[src/rtl/muldiv_unit.sv]
// Iterative MULT/MULTU/DIV/DIVU unit with HI/LO registers, one radix-2 step per cycle.
// Operands are reduced to magnitudes on start; signs are reapplied in the FIX state.
module muldiv_unit #(
    parameter int WIDTH = 32,
    parameter int CNT_W = $clog2(WIDTH) + 1
) (
    input  logic             clk,
    input  logic             rst_n,
    input  logic             start,
    input  logic [1:0]       op,
    input  logic [WIDTH-1:0] a,
    input  logic [WIDTH-1:0] b,
    input  logic             flush,
    input  logic             hilo_wen,
    input  logic             hilo_sel,
    input  logic [WIDTH-1:0] hilo_wdata,
    output logic             busy,
    output logic             done,
    output logic             div_zero,
    output logic [WIDTH-1:0] hi,
    output logic [WIDTH-1:0] lo
);

    typedef enum logic [1:0] {IDLE, CALC, FIX} state_t;

    state_t               state, state_nx;
    logic                 op_div;
    logic [CNT_W-1:0]     cnt;
    logic [2*WIDTH-1:0]   acc;
    logic [WIDTH-1:0]     mcand;
    logic [WIDTH-1:0]     rem;
    logic [WIDTH-1:0]     a_r;
    logic                 neg_q, neg_r, dz;

    logic                 a_neg, b_neg;
    logic [WIDTH-1:0]     a_mag, b_mag;
    logic [WIDTH:0]       mul_sum, div_shift, div_trial;
    logic [2*WIDTH-1:0]   prod_fix;
    logic [WIDTH-1:0]     q_fix, r_fix;

    always_comb begin
        a_neg     = ~op[0] & a[WIDTH-1];
        b_neg     = ~op[0] & b[WIDTH-1];
        a_mag     = a_neg ? -a : a;
        b_mag     = b_neg ? -b : b;
        // Multiply: low half of acc holds the multiplier, upper half accumulates
        mul_sum   = {1'b0, acc[2*WIDTH-1:WIDTH]} + {1'b0, (acc[0] ? mcand : '0)};
        // Divide: low half of acc shifts the dividend out and the quotient in
        div_shift = {rem, acc[WIDTH-1]};
        div_trial = div_shift - {1'b0, mcand};
        prod_fix  = neg_q ? -acc : acc;
        q_fix     = neg_q ? -acc[WIDTH-1:0] : acc[WIDTH-1:0];
        r_fix     = neg_r ? -rem : rem;
    end

    always_comb begin
        state_nx = state;
        busy     = (state != IDLE);
        case (state)
            IDLE: if (start && !flush) state_nx = CALC;
            CALC: begin
                if (flush)                     state_nx = IDLE;
                else if (cnt == CNT_W'(1))     state_nx = FIX;
            end
            FIX:     state_nx = IDLE;
            default: state_nx = IDLE;
        endcase
    end

    always_ff @(posedge clk) begin
        if (!rst_n) state <= IDLE;
        else        state <= state_nx;
    end

    always_ff @(posedge clk) begin
        if (!rst_n) begin
            hi       <= '0;
            lo       <= '0;
            done     <= 1'b0;
            div_zero <= 1'b0;
            cnt      <= '0;
            op_div   <= 1'b0;
            acc      <= '0;
            mcand    <= '0;
            rem      <= '0;
            a_r      <= '0;
            neg_q    <= 1'b0;
            neg_r    <= 1'b0;
            dz       <= 1'b0;
        end else begin
            done     <= 1'b0;
            div_zero <= 1'b0;
            case (state)
                IDLE: begin
                    if (hilo_wen) begin
                        if (hilo_sel) hi <= hilo_wdata;
                        else          lo <= hilo_wdata;
                    end
                    if (start && !flush) begin
                        op_div <= op[1];
                        cnt    <= CNT_W'(WIDTH);
                        acc    <= {{WIDTH{1'b0}}, (op[1] ? a_mag : b_mag)};
                        mcand  <= op[1] ? b_mag : a_mag;
                        rem    <= '0;
                        a_r    <= a;
                        neg_q  <= a_neg ^ b_neg;
                        neg_r  <= a_neg;
                        dz     <= op[1] && (b == '0);
                    end
                end
                CALC: begin
                    if (flush) begin
                        cnt <= '0;
                    end else begin
                        cnt <= cnt - CNT_W'(1);
                        if (op_div) begin
                            if (!div_trial[WIDTH]) begin
                                rem <= div_trial[WIDTH-1:0];
                                acc <= {acc[2*WIDTH-1:WIDTH], acc[WIDTH-2:0], 1'b1};
                            end else begin
                                rem <= div_shift[WIDTH-1:0];
                                acc <= {acc[2*WIDTH-1:WIDTH], acc[WIDTH-2:0], 1'b0};
                            end
                        end else begin
                            acc <= {mul_sum, acc[WIDTH-1:1]};
                        end
                    end
                end
                FIX: begin
                    if (!flush) begin
                        done     <= 1'b1;
                        div_zero <= dz;
                        if (!op_div) begin
                            {hi, lo} <= prod_fix;
                        end else if (dz) begin
                            lo <= '1;
                            hi <= a_r;
                        end else begin
                            lo <= q_fix;
                            hi <= r_fix;
                        end
                    end
                end
                default: ;
            endcase
        end
    end

endmodule

[config.mk]
export PLATFORM = sky130hd
export DESIGN_NAME = muldiv_unit
export DESIGN_NICKNAME = d
export VERILOG_FILES = /design/src/rtl/muldiv_unit.sv
export SDC_FILE = /design/constraint.sdc
export NUM_CORES = 1
export LEC_CHECK = 0
export BUFFER_PORTS_ARGS = -buffer_cell sky130_fd_sc_hd__buf_2
export CAP_MARGIN = 25
export CORE_ASPECT_RATIO = 1.5
export CORE_UTILIZATION = 50
export DETAILED_ROUTE_END_ITERATION = 10
export GPL_TIMING_DRIVEN = 0
export PLACE_DENSITY_LB_ADDON = 0.3
export SLEW_MARGIN = 30
export SYNTH_ARGS = -nofsm -noshare
export SYNTH_HDL_FRONTEND = slang
export SYNTH_SLANG_ARGS = --single-unit
[constraint.sdc]
create_clock -name clk -period 4.7 [get_ports clk]
set_clock_uncertainty 0.05 [all_clocks]
set_input_delay 0.705 -clock clk [delete_from_list [all_inputs] [get_ports clk]]
set_output_delay 0.705 -clock clk [all_outputs]
set_load 0.02 [all_outputs]
==> results.sh, run 1 <==
export IMPL_ys_top_cells_by_count="nand2_1 (310), a21oi_1 (247), dfxtp_1 (238), nor2_1 (205), o21ai_0 (194)"
export IMPL_yosysMostFrequentCell="nand2_1"
export IMPL_ys_async_sr_fraction=0
export IMPL_synth_top_area_frac=0.272
export IMPL_power_density_mw_per_mm2=282
export IMPL_path_buf_inv=3
export IMPL_grtUsageTotal=0.443
export IMPL_nets=2742
export IMPL_critPathLaunchType="register"
export IMPL_dp_hpwl_um=65200
export IMPL_synthAdderAreaFrac=0.0523
export IMPL_wl_per_cell_um=26.5
export IMPL_hold_viol=0
export IMPL_ys_types=75
export IMPL_cts_inserted_buffers=25
export IMPL_yosys_area_share_simple=0.214
export IMPL_fin_crit_ns=4.51
export IMPL_ios=171
export IMPL_yosys_area_share_xor_xnor=0.0960
export IMPL_ys_top_cells_by_area="dfxtp_1 (27%), a21oi_1 (7.1%), nand2_1 (6.6%)"
export IMPL_grt_busiest_layer="met2"
export IMPL_h_tree_depth=1
export IMPL_fmaxAchievable_ghz=0.222
export IMPL_critical_path_top_delay_family="compound AO/OA/AOI/OAI gates"
export IMPL_initialDrtViolationCount=2054
export IMPL_clkSinkCount=238
export IMPL_synth_compound_area_frac=0.272
export IMPL_cp_max_fo=10
export IMPL_via_count=19772
export IMPL_synth_area_leader_cell="dfxtp_1"
export IMPL_cts_setup_buffers=0
export IMPL_ant_nets=0
export IMPL_grt_pass1_wl_um=117000
export IMPL_cts_root_buf="clkbuf_16"
export IMPL_fin_area_mm2=0.0198
export IMPL_endpoint_kind="register"
export IMPL_synth_edf_count=0
export IMPL_synth_cells=2371
export IMPL_peakVddDrop_v=0.000334
export IMPL_p_leak_nw=7.74
export IMPL_place_ws_ns=0.0832
export IMPL_slew_headroom=0.207
export IMPL_routed_via_density=6.48
export IMPL_arrival_ns=4.87
export IMPL_cts_tree="built"
export IMPL_tns_ns=0
export IMPL_hold_buffers=0
export IMPL_max_stage_delay_ns=0.60
export IMPL_port_buffer_count=168
export IMPL_place_area_mm2=0.0189
export IMPL_grt_ovfl_total=0
export IMPL_dr_pass1_iters=7
export IMPL_synth_top_family_by_area="compound AO/OA/AOI/OAI gates"
export IMPL_drc=0
export IMPL_gp_congestion=1.06
export IMPL_core_area_mm2=0.0344
export IMPL_ys_dominant_reg_cell="dfxtp_1"
export IMPL_cts_resized=0
export IMPL_synth_area_mm2=0.0175
export IMPL_ys_ff_latch=238
export IMPL_drive_gt1_frac=0.0972
export IMPL_syn_to_final_growth_pct=13.3
export IMPL_grt_pass1_vias=18728
export IMPL_status="complete, no violations"
export IMPL_worstMarginPinSlew_ns=1.18
export IMPL_period_share=0.960
export IMPL_cts_clk_slew_worst_paths_ns=0.07
export IMPL_cp_cell_sequence="buf_2, inv_1, ha_1, fa_1, nand2b_1, a21oi_1, o21a_1, o21ai_0, a21oi_2, mux2i_1, nand2_2, clkbuf_1, a31oi_1, o21ai_0"
export IMPL_cts_buffer_depth=3
export IMPL_die_x_um=155
export IMPL_finalWorstSetupSlack_ns=0.186
export IMPL_path_class="register to register"
export IMPL_ys_warnings_count=0
export IMPL_hold_path_class="register to register"
export IMPL_synth_seq_area_share=0.272
export IMPL_synth_fp_nets=2547
export IMPL_drv_slew=0
export IMPL_cap_viol_max_count=0
export IMPL_dieHeight_um=231
export IMPL_antenna_found_initial=3
export IMPL_use_met2=0.738
export IMPL_grt_util_met3=0.0608
export IMPL_die_area_mm2=0.0358
export IMPL_syn_area_per_cell_um2=7.39
export IMPL_clk_latency_ns=0.55
export IMPL_rows=83
export IMPL_grt_util_met1=0.488
export IMPL_muxShareOfSynthArea=0.0456
export IMPL_routed_wl_um=81000
export IMPL_crit_top_cell="o21ai_0"
export IMPL_grt_max_degree=15
export IMPL_critPathRequiredTime_ns=5.06
export IMPL_start_util=0.510
export IMPL_setup_viol=0
export IMPL_crit_path_top_delay_cell="mux2i_1"
export IMPL_grt_setup_unrepaired="no"
## kinds of logic (layout without fill, tap and decap cells)
family	after synthesis	in the layout
and+or+nand+nor	804	804
muxes	78	78
buffers and inverters	223	435
adders and majority gates	72	72
AOI/OAI and AO/OA	764	764
xor gates and xnor gates	192	192
other	0	2
DFF	238	238
## flip-flops by register name, summed over array words and instances, names as in the netlist
name and count:
a_r 32, acc 64, cnt 6, div_zero 1, done 1, dz 1
hi 32, lo 32, mcand 32, neg_q 1, neg_r 1, op_div 1
rem 32, state 2
## cells in the final DEF, fill, tap and decap left out, types with 13 or more instances in the layout
cell,n
nand2_1,309
a21oi_1,246
dfxtp_1,238
nor2_1,205
o21ai_0,190
buf_2,170
clkbuf_1,137
xnor2_1,118
xor2_1,74
ha_1,70
inv_1,67
mux2i_1,64
nand3_1,57
nor3_1,44
o31ai_1,37
o221ai_1,37
a21o_1,33
nand2b_1,29
o211ai_1,29
or3_1,28
a211oi_1,27
clkbuf_16,25
nor2b_1,21
o41ai_1,20
or4_1,19
a31oi_1,17
buf_1,17
and3_1,16
o22ai_1,16
nor4_1,14
mux2_2,14
o21a_1,13
## stage by stage
stage / std cells / total power [W] / util / hold slack [ns]
6_report: 3052 / 0.00559 / 0.577 / 0.384
5_1_grt: 3052 / 0.00573 / 0.577 / 0.398
4_1_cts: 3050 / 0.00554 / 0.577 / 0.378
3_5_place_dp: 3006 / 0.00340 / 0.551 / 0.379
3_3_place_gp: 3006 / 0.00339 / 0.551 / 0.374
2_1_floorplan: 2371 / 0.00294 / - / 0.381
## tightest hold or removal path: stages, from the launching register on
cell     delay, ns
dfxtp_1       0.31
nand2_1       0.05
nand2_1       0.04
## power breakdown
group | internal [W] | switching (W)
clock network | 0.00129 | 0.000887
registers | 0.00211 | 0.0000821
logic | 0.000393 | 0.000832
## worst paths after layout
| kind | startpoint | end | slack [ns] | depth (start not counted) |
|---|---|---|---|---|
| worst min register to register | hi[12]$_SDFFE_PN0P_ | hi[12]$_SDFFE_PN0P_ | 0.38 | 2 |
| worst min-delay path | hi[12]$_SDFFE_PN0P_ | hi[12]$_SDFFE_PN0P_ | 0.38 | 2 |
| worst max register to register | acc[31]$_SDFFE_PN0P_ | rem[2]$_SDFFE_PN0P_ | 0.19 | 14 |
| worst max-delay path | acc[31]$_SDFFE_PN0P_ | rem[2]$_SDFFE_PN0P_ | 0.19 | 14 |
## per-layer routing
metal / part of all wire / routed length, µm
met3: 0.073 / 5890
met1: 0.36 / 29000
met2: 0.46 / 37600
met5: 0.00016 / 13
met4: 0.11 / 8510
## layout make-up
cell class | count | area, µm²
diodes | 2 | 5.00
plain buffers | 155 | 584
clock buffers | 32 | 712
clock inverters | 12 | 173
fillers | 3331 | 14500
inverters | 68 | 255
multi-input cells | 1910 | 11900
flip-flops and latches | 238 | 4760
well taps | 467 | 584
repair buffers | 168 | 841
(Power assumes the default switching activity.)
==> inputs of run 2 (changes only) <==
- PLACE_DENSITY: unset -> 0.69
- PLACE_DENSITY_LB_ADDON: 0.3 -> unset
==> results.sh, run 2 (synthesized netlist as in run 1, its figures left out) <==
export IMPL_cp_max_fo=10
export IMPL_core_area_mm2=0.0344
export IMPL_path_class="register to register"
export IMPL_drc=0
export IMPL_largest_register_ffs=64
export IMPL_grt_util_met3=0.0772
export IMPL_cts_root_buf="clkbuf_16"
export IMPL_cts_clk_slew_worst_paths_ns=0.06
export IMPL_tns_ns=0
export IMPL_cts_buffer_depth=3
export IMPL_place_area_mm2=0.0189
export IMPL_use_met2=0.729
export IMPL_routed_wl_um=80400
export IMPL_switchingPower_w=0.00182
export IMPL_nets=2742
export IMPL_max_stage_delay_ns=0.55
export IMPL_grt_ovfl_total=0
export IMPL_die_area_mm2=0.0358
export IMPL_hold_buffers=0
export IMPL_clkSinkCount=238
export IMPL_regMostFlops="acc"
export IMPL_drv_slew=0
export IMPL_setup_viol=0
export IMPL_final_cell_mix="nand2_1 (309), a21oi_1 (246), dfxtp_1 (238), nor2_1 (205), o21ai_0 (192)"
export IMPL_p_total_w=0.00561
export IMPL_cap_viol_max_count=0
export IMPL_via_count=19818
export IMPL_path_buf_inv=3
export IMPL_internal_power_w=0.00379
export IMPL_p_sw_frac=0.325
export IMPL_fin_crit_ns=4.45
export IMPL_slew_headroom=0.296
export IMPL_fin_area_mm2=0.0198
export IMPL_drive_gt1_frac=0.0963
export IMPL_p_leak_nw=7.74
export IMPL_crit_path_top_delay_cell="mux2i_1"
export IMPL_clk_latency_ns=0.58
export IMPL_ant_nets=0
export IMPL_power_density_mw_per_mm2=283
export IMPL_cts_tree="built"
export IMPL_critPathLaunchType="register"
export IMPL_hold_path_class="input pin to register"
export IMPL_grt_busiest_layer="met2"
export IMPL_grtUsageTotal=0.440
export IMPL_period_share=0.947
export IMPL_grt_pass1_wl_um=116000
export IMPL_antenna_found_initial=1
export IMPL_h_tree_depth=1
export IMPL_ios=171
export IMPL_final_common_cell="nand2_1"
export IMPL_clkPwrFrac=0.392
export IMPL_initialDrtViolationCount=2425
export IMPL_rows=83
export IMPL_syn_to_final_growth_pct=13.3
export IMPL_critPathRequiredTime_ns=5.08
export IMPL_pwr_share_seq=0.390
export IMPL_dieHeight_um=231
export IMPL_dp_hpwl_um=64500
export IMPL_cp_cell_sequence="buf_2, inv_1, ha_1, fa_1, nand2b_1, a21oi_1, o21a_1, o21ai_0, a21oi_2, mux2i_1, nand2_2, clkbuf_1, a21oi_1, nor3_1"
export IMPL_n_antenna_cell=0
export IMPL_gp_congestion=1.08
export IMPL_finish_utilization=0.577
export IMPL_arrival_ns=4.83
export IMPL_grt_pass1_vias=18827
export IMPL_grt_setup_unrepaired="no"
export IMPL_cts_inserted_buffers=25
export IMPL_grt_util_met1=0.475
export IMPL_peakVddDrop_v=0.000361
export IMPL_crit_top_cell="a21oi_1"
export IMPL_grt_max_degree=15
export IMPL_endpoint_kind="register"
export IMPL_start_util=0.510
export IMPL_p_comb_frac=0.218
export IMPL_routed_via_density=6.49
export IMPL_hold_viol=0
export IMPL_port_buffer_count=168
export IMPL_critical_path_top_delay_family="compound AO/OA/AOI/OAI gates"
export IMPL_dr_pass1_iters=6
export IMPL_status="complete, no violations"
export IMPL_fmaxAchievable_ghz=0.225
export IMPL_worstMarginPinSlew_ns=1.05
export IMPL_wl_per_cell_um=26.4
export IMPL_die_x_um=155
==> run 2: cell types whose count changed in the layout (fill, tap and decap cells not counted), moves of 2 or more <==
| cell | previous run | this run |
|---|---|---|
| clkbuf_1 | 137 | 141 |
| o21ai_1 | 5 | 2 |
| clkinv_2 | 5 | 3 |
| clkinv_4 | 0 | 2 |
| diode_2 | 2 | 0 |
| o21ai_0 | 190 | 192 |
==> run 2: routing by layer <==
| metal | wire, µm | vias to the layer above |
|---|---|---|
| li1 | - | 8981 |
| met1 | 28500 | 9362 |
| met2 | 37100 | 1106 |
| met3 | 5880 | 369 |
| met4 | 8930 | 0 |
| met5 | 0 | - |
==> run 2: worst register-to-register path: cells and delay by family, from the launching register on <==
kind	cells	cell delay, ns
AND/OR/NAND/NOR	3	0.59
adder cells (fa/ha/maj)	2	0.62
flip-flops	1	0.30
buffers and inverters	3	0.82
AO/OA/AOI/OAI	5	1.36
multiplexers	1	0.55
==> run 2: worst paths after layout <==
kind | startpoint | to | slack (ns) | cells after the start
min | hilo_wdata[8] | hi[8]$_SDFFE_PN0P_ | 0.35 | 3
min reg2reg | hi[12]$_SDFFE_PN0P_ | hi[12]$_SDFFE_PN0P_ | 0.39 | 2
max reg2reg | acc[31]$_SDFFE_PN0P_ | acc[0]$_SDFFE_PN0P_ | 0.25 | 14
max | acc[31]$_SDFFE_PN0P_ | acc[0]$_SDFFE_PN0P_ | 0.25 | 14
==> run 2: layout make-up <==
| class | instances | area (µm²) |
|---|---|---|
| multi-input cells | 1910 | 11900 |
| repair buffers | 168 | 841 |
| clock inverters | 11 | 180 |
| plain buffers | 155 | 584 |
| inverters | 68 | 255 |
| fillers | 3305 | 14500 |
| flip-flops and latches | 238 | 4760 |
| well taps | 467 | 584 |
| clock buffers | 35 | 713 |
==> run 2: timing repair <==
item | in CTS | in global routing
setup endpoints to repair | 0 | 19
hold endpoints to repair | 0 | 0
setup buffers | 0 | 0
gates resized for setup | 0 | 2
==> run 2: power by group through the flow <==
stage                     registers, W  clock network (W)  logic (W)
after floorplan                0.00223                  0   0.000705
after global placement         0.00222                  0    0.00116
after detailed placement       0.00223                  0    0.00117
after global routing           0.00219            0.00226    0.00129
final                          0.00219            0.00220    0.00122
after CTS                      0.00218            0.00219    0.00118
==> run 2: per-stage QoR <==
stage | std cells | hold slack (ns) | setup slack (ns)
3_5_place_dp | 3006 | 0.381 | 0.0893
6_report | 3052 | 0.349 | 0.250
4_1_cts | 3052 | 0.347 | 0.0785
3_3_place_gp | 3006 | 0.373 | 0.154
2_1_floorplan | 2371 | 0.381 | 1.31
5_1_grt | 3052 | 0.367 | 0.165
==> inputs of run 3 (changes only) <==
- CTS_BUF_LIST: unset -> sky130_fd_sc_hd__clkbuf_8
==> results.sh, run 3 (synthesized netlist as in run 1, its figures left out) <==
export IMPL_status="complete, no violations"
export IMPL_grt_max_degree=12
export IMPL_drive_gt1_frac=0.102
export IMPL_endpoint_kind="register"
export IMPL_min_to="hi[8]$_SDFFE_PN0P_"
export IMPL_cts_root_buf="clkbuf_8"
export IMPL_critical_path_top_delay_family="compound AO/OA/AOI/OAI gates"
export IMPL_p_leak_nw=7.75
export IMPL_final_cell_mix="nand2_1 (309), a21oi_1 (246), dfxtp_1 (238), nor2_1 (205), o21ai_0 (191)"
export IMPL_gp_congestion=1.08
export IMPL_crit_path_top_delay_cell="mux2i_1"
export IMPL_hold_path_class="input pin to register"
export IMPL_p_total_w=0.00547
export IMPL_initialDrtViolationCount=2386
export IMPL_core_area_mm2=0.0344
export IMPL_cts_clk_slew_worst_paths_ns=0.07
export IMPL_reg2reg_depth=14
export IMPL_place_area_mm2=0.0189
export IMPL_dieHeight_um=231
export IMPL_drv_slew=0
export IMPL_cts_setup_buffers=0
export IMPL_slew_headroom=0.283
export IMPL_cts_tree="built"
export IMPL_period_share=0.947
export IMPL_grt_ovfl_total=0
export IMPL_syn_to_final_growth_pct=13.0
export IMPL_cp_cell_sequence="buf_2, inv_1, ha_1, fa_1, nand2b_1, a21oi_1, o21a_1, o21ai_0, a21oi_2, mux2i_1, nand2_2, clkbuf_1, a21oi_1, nor3_1"
export IMPL_die_x_um=155
export IMPL_r2r_end="acc[0]$_SDFFE_PN0P_"
export IMPL_r2r_slack_ns=0.25
export IMPL_critPathLaunchType="register"
export IMPL_final_common_cell="nand2_1"
export IMPL_fin_crit_ns=4.45
export IMPL_routed_wl_um=80600
export IMPL_cap_viol_max_count=0
export IMPL_grt_pass1_wl_um=117000
export IMPL_wl_per_cell_um=26.3
export IMPL_dp_hpwl_um=64500
export IMPL_clkSinkCount=238
export IMPL_path_class="register to register"
export IMPL_ant_nets=0
export IMPL_die_area_mm2=0.0358
export IMPL_critPathRequiredTime_ns=5.12
export IMPL_max_stage_delay_ns=0.55
export IMPL_crit_top_cell="a21oi_1"
export IMPL_arrival_ns=4.87
export IMPL_hold_buffers=0
export IMPL_cts_resized=0
export IMPL_antenna_found_initial=1
export IMPL_grt_setup_unrepaired="no"
export IMPL_port_buffer_count=168
export IMPL_h_tree_depth=2
export IMPL_worstMarginPinSlew_ns=1.07
export IMPL_fmaxAchievable_ghz=0.225
export IMPL_via_count=19828
export IMPL_dr_pass1_iters=9
export IMPL_grt_pass1_vias=18941
export IMPL_regMostFlops="acc"
export IMPL_hold_viol=0
export IMPL_rows=83
export IMPL_tns_ns=0
export IMPL_clk_latency_ns=0.61
export IMPL_setup_viol=0
export IMPL_power_density_mw_per_mm2=276
export IMPL_routed_via_density=6.46
export IMPL_hold_start="hilo_wdata[8]"
export IMPL_start_util=0.510
export IMPL_largest_register_ffs=64
export IMPL_cts_inserted_buffers=39
export IMPL_holdPathStages=3
export IMPL_fillers=3325
export IMPL_ios=171
export IMPL_cts_buffer_depth=3
export IMPL_timing_rr_start="acc[31]$_SDFFE_PN0P_"
export IMPL_drc=0
export IMPL_nets=2756
export IMPL_fin_area_mm2=0.0198
export IMPL_path_buf_inv=3
export IMPL_grtUsageTotal=0.444
export IMPL_cp_max_fo=10
export IMPL_peakVddDrop_v=0.000251
[run 3: cell count changes in the layout (fill, tap and decap cells not counted), sizes merged]
cell	delta
clkbuf	+12
inv	+6
clkinv	-1
diode	+1
[run 3: report_power, final]
| group | switching (W) | total [W] | internal (W) | leakage, nW |
|---|---|---|---|---|
| clock | 0.000930 | 0.00206 | 0.00113 | 0.450 |
| sequential | 0.0000840 | 0.00219 | 0.00211 | 1.94 |
| combinational | 0.000827 | 0.00122 | 0.000392 | 5.36 |
[run 3: metal layers]
metal	GRT usage	part of all wire
met4	0.418	0.11
met3	0.0843	0.081
met5	0	0
met1	0.472	0.35
met2	0.737	0.47
[run 3: through the flow]
stage	utilization	hold WS [ns]	std cells	setup slack, ns
detailed placement	0.551	0.381	3006	0.0893
finish	0.576	0.328	3070	0.248
global placement	0.551	0.373	3006	0.154
global route	0.576	0.340	3070	0.128
CTS	0.576	0.317	3069	0.0451
floorplan	-	0.381	2371	1.31
[run 3: worst register-to-register path, stage by stage, from the launching register on]
cell and delay (ns):
dfxtp_1 0.32, buf_2 0.31, inv_1 0.09, ha_1 0.23, fa_1 0.39, nand2b_1 0.19
a21oi_1 0.17, o21a_1 0.19, o21ai_0 0.24, a21oi_2 0.45, mux2i_1 0.55, nand2_2 0.33
clkbuf_1 0.41, a21oi_1 0.32, nor3_1 0.08
[run 3: final cells by class]
cell class	count	area [µm²]	area share
Antenna cell	1	2.50	0.000126
Multi-Input combinational cell	1910	11900	0.602
Inverter	68	255	0.0129
Sequential cell	238	4760	0.241
Timing Repair Buffer	168	841	0.0425
Clock buffer	47	647	0.0327
Clock inverter	16	190	0.00961
Buffer	155	584	0.0295
Tap cell	467	584	0.0295
[run 3: worst max-delay path by stage]
stage | start | end | slack, ns | cells past startpoint
6_report | acc[31]$_SDFFE_PN0P_ | acc[0]$_SDFFE_PN0P_ | 0.25 | 14
4_1_cts | acc[31]$_SDFFE_PN0P_ | acc[0]$_SDFFE_PN0P_ | 0.05 | 14
3_3_place_gp | acc[31]$_SDFFE_PN0P_ | acc[0]$_SDFFE_PN0P_ | 0.15 | 14
3_5_place_dp | acc[31]$_SDFFE_PN0P_ | acc[0]$_SDFFE_PN0P_ | 0.09 | 14
5_1_grt | acc[31]$_SDFFE_PN0P_ | acc[0]$_SDFFE_PN0P_ | 0.13 | 14
2_1_floorplan | acc[31]$_SDFFE_PN0P_ | rem[11]$_SDFFE_PN0P_ | 1.31 | 14
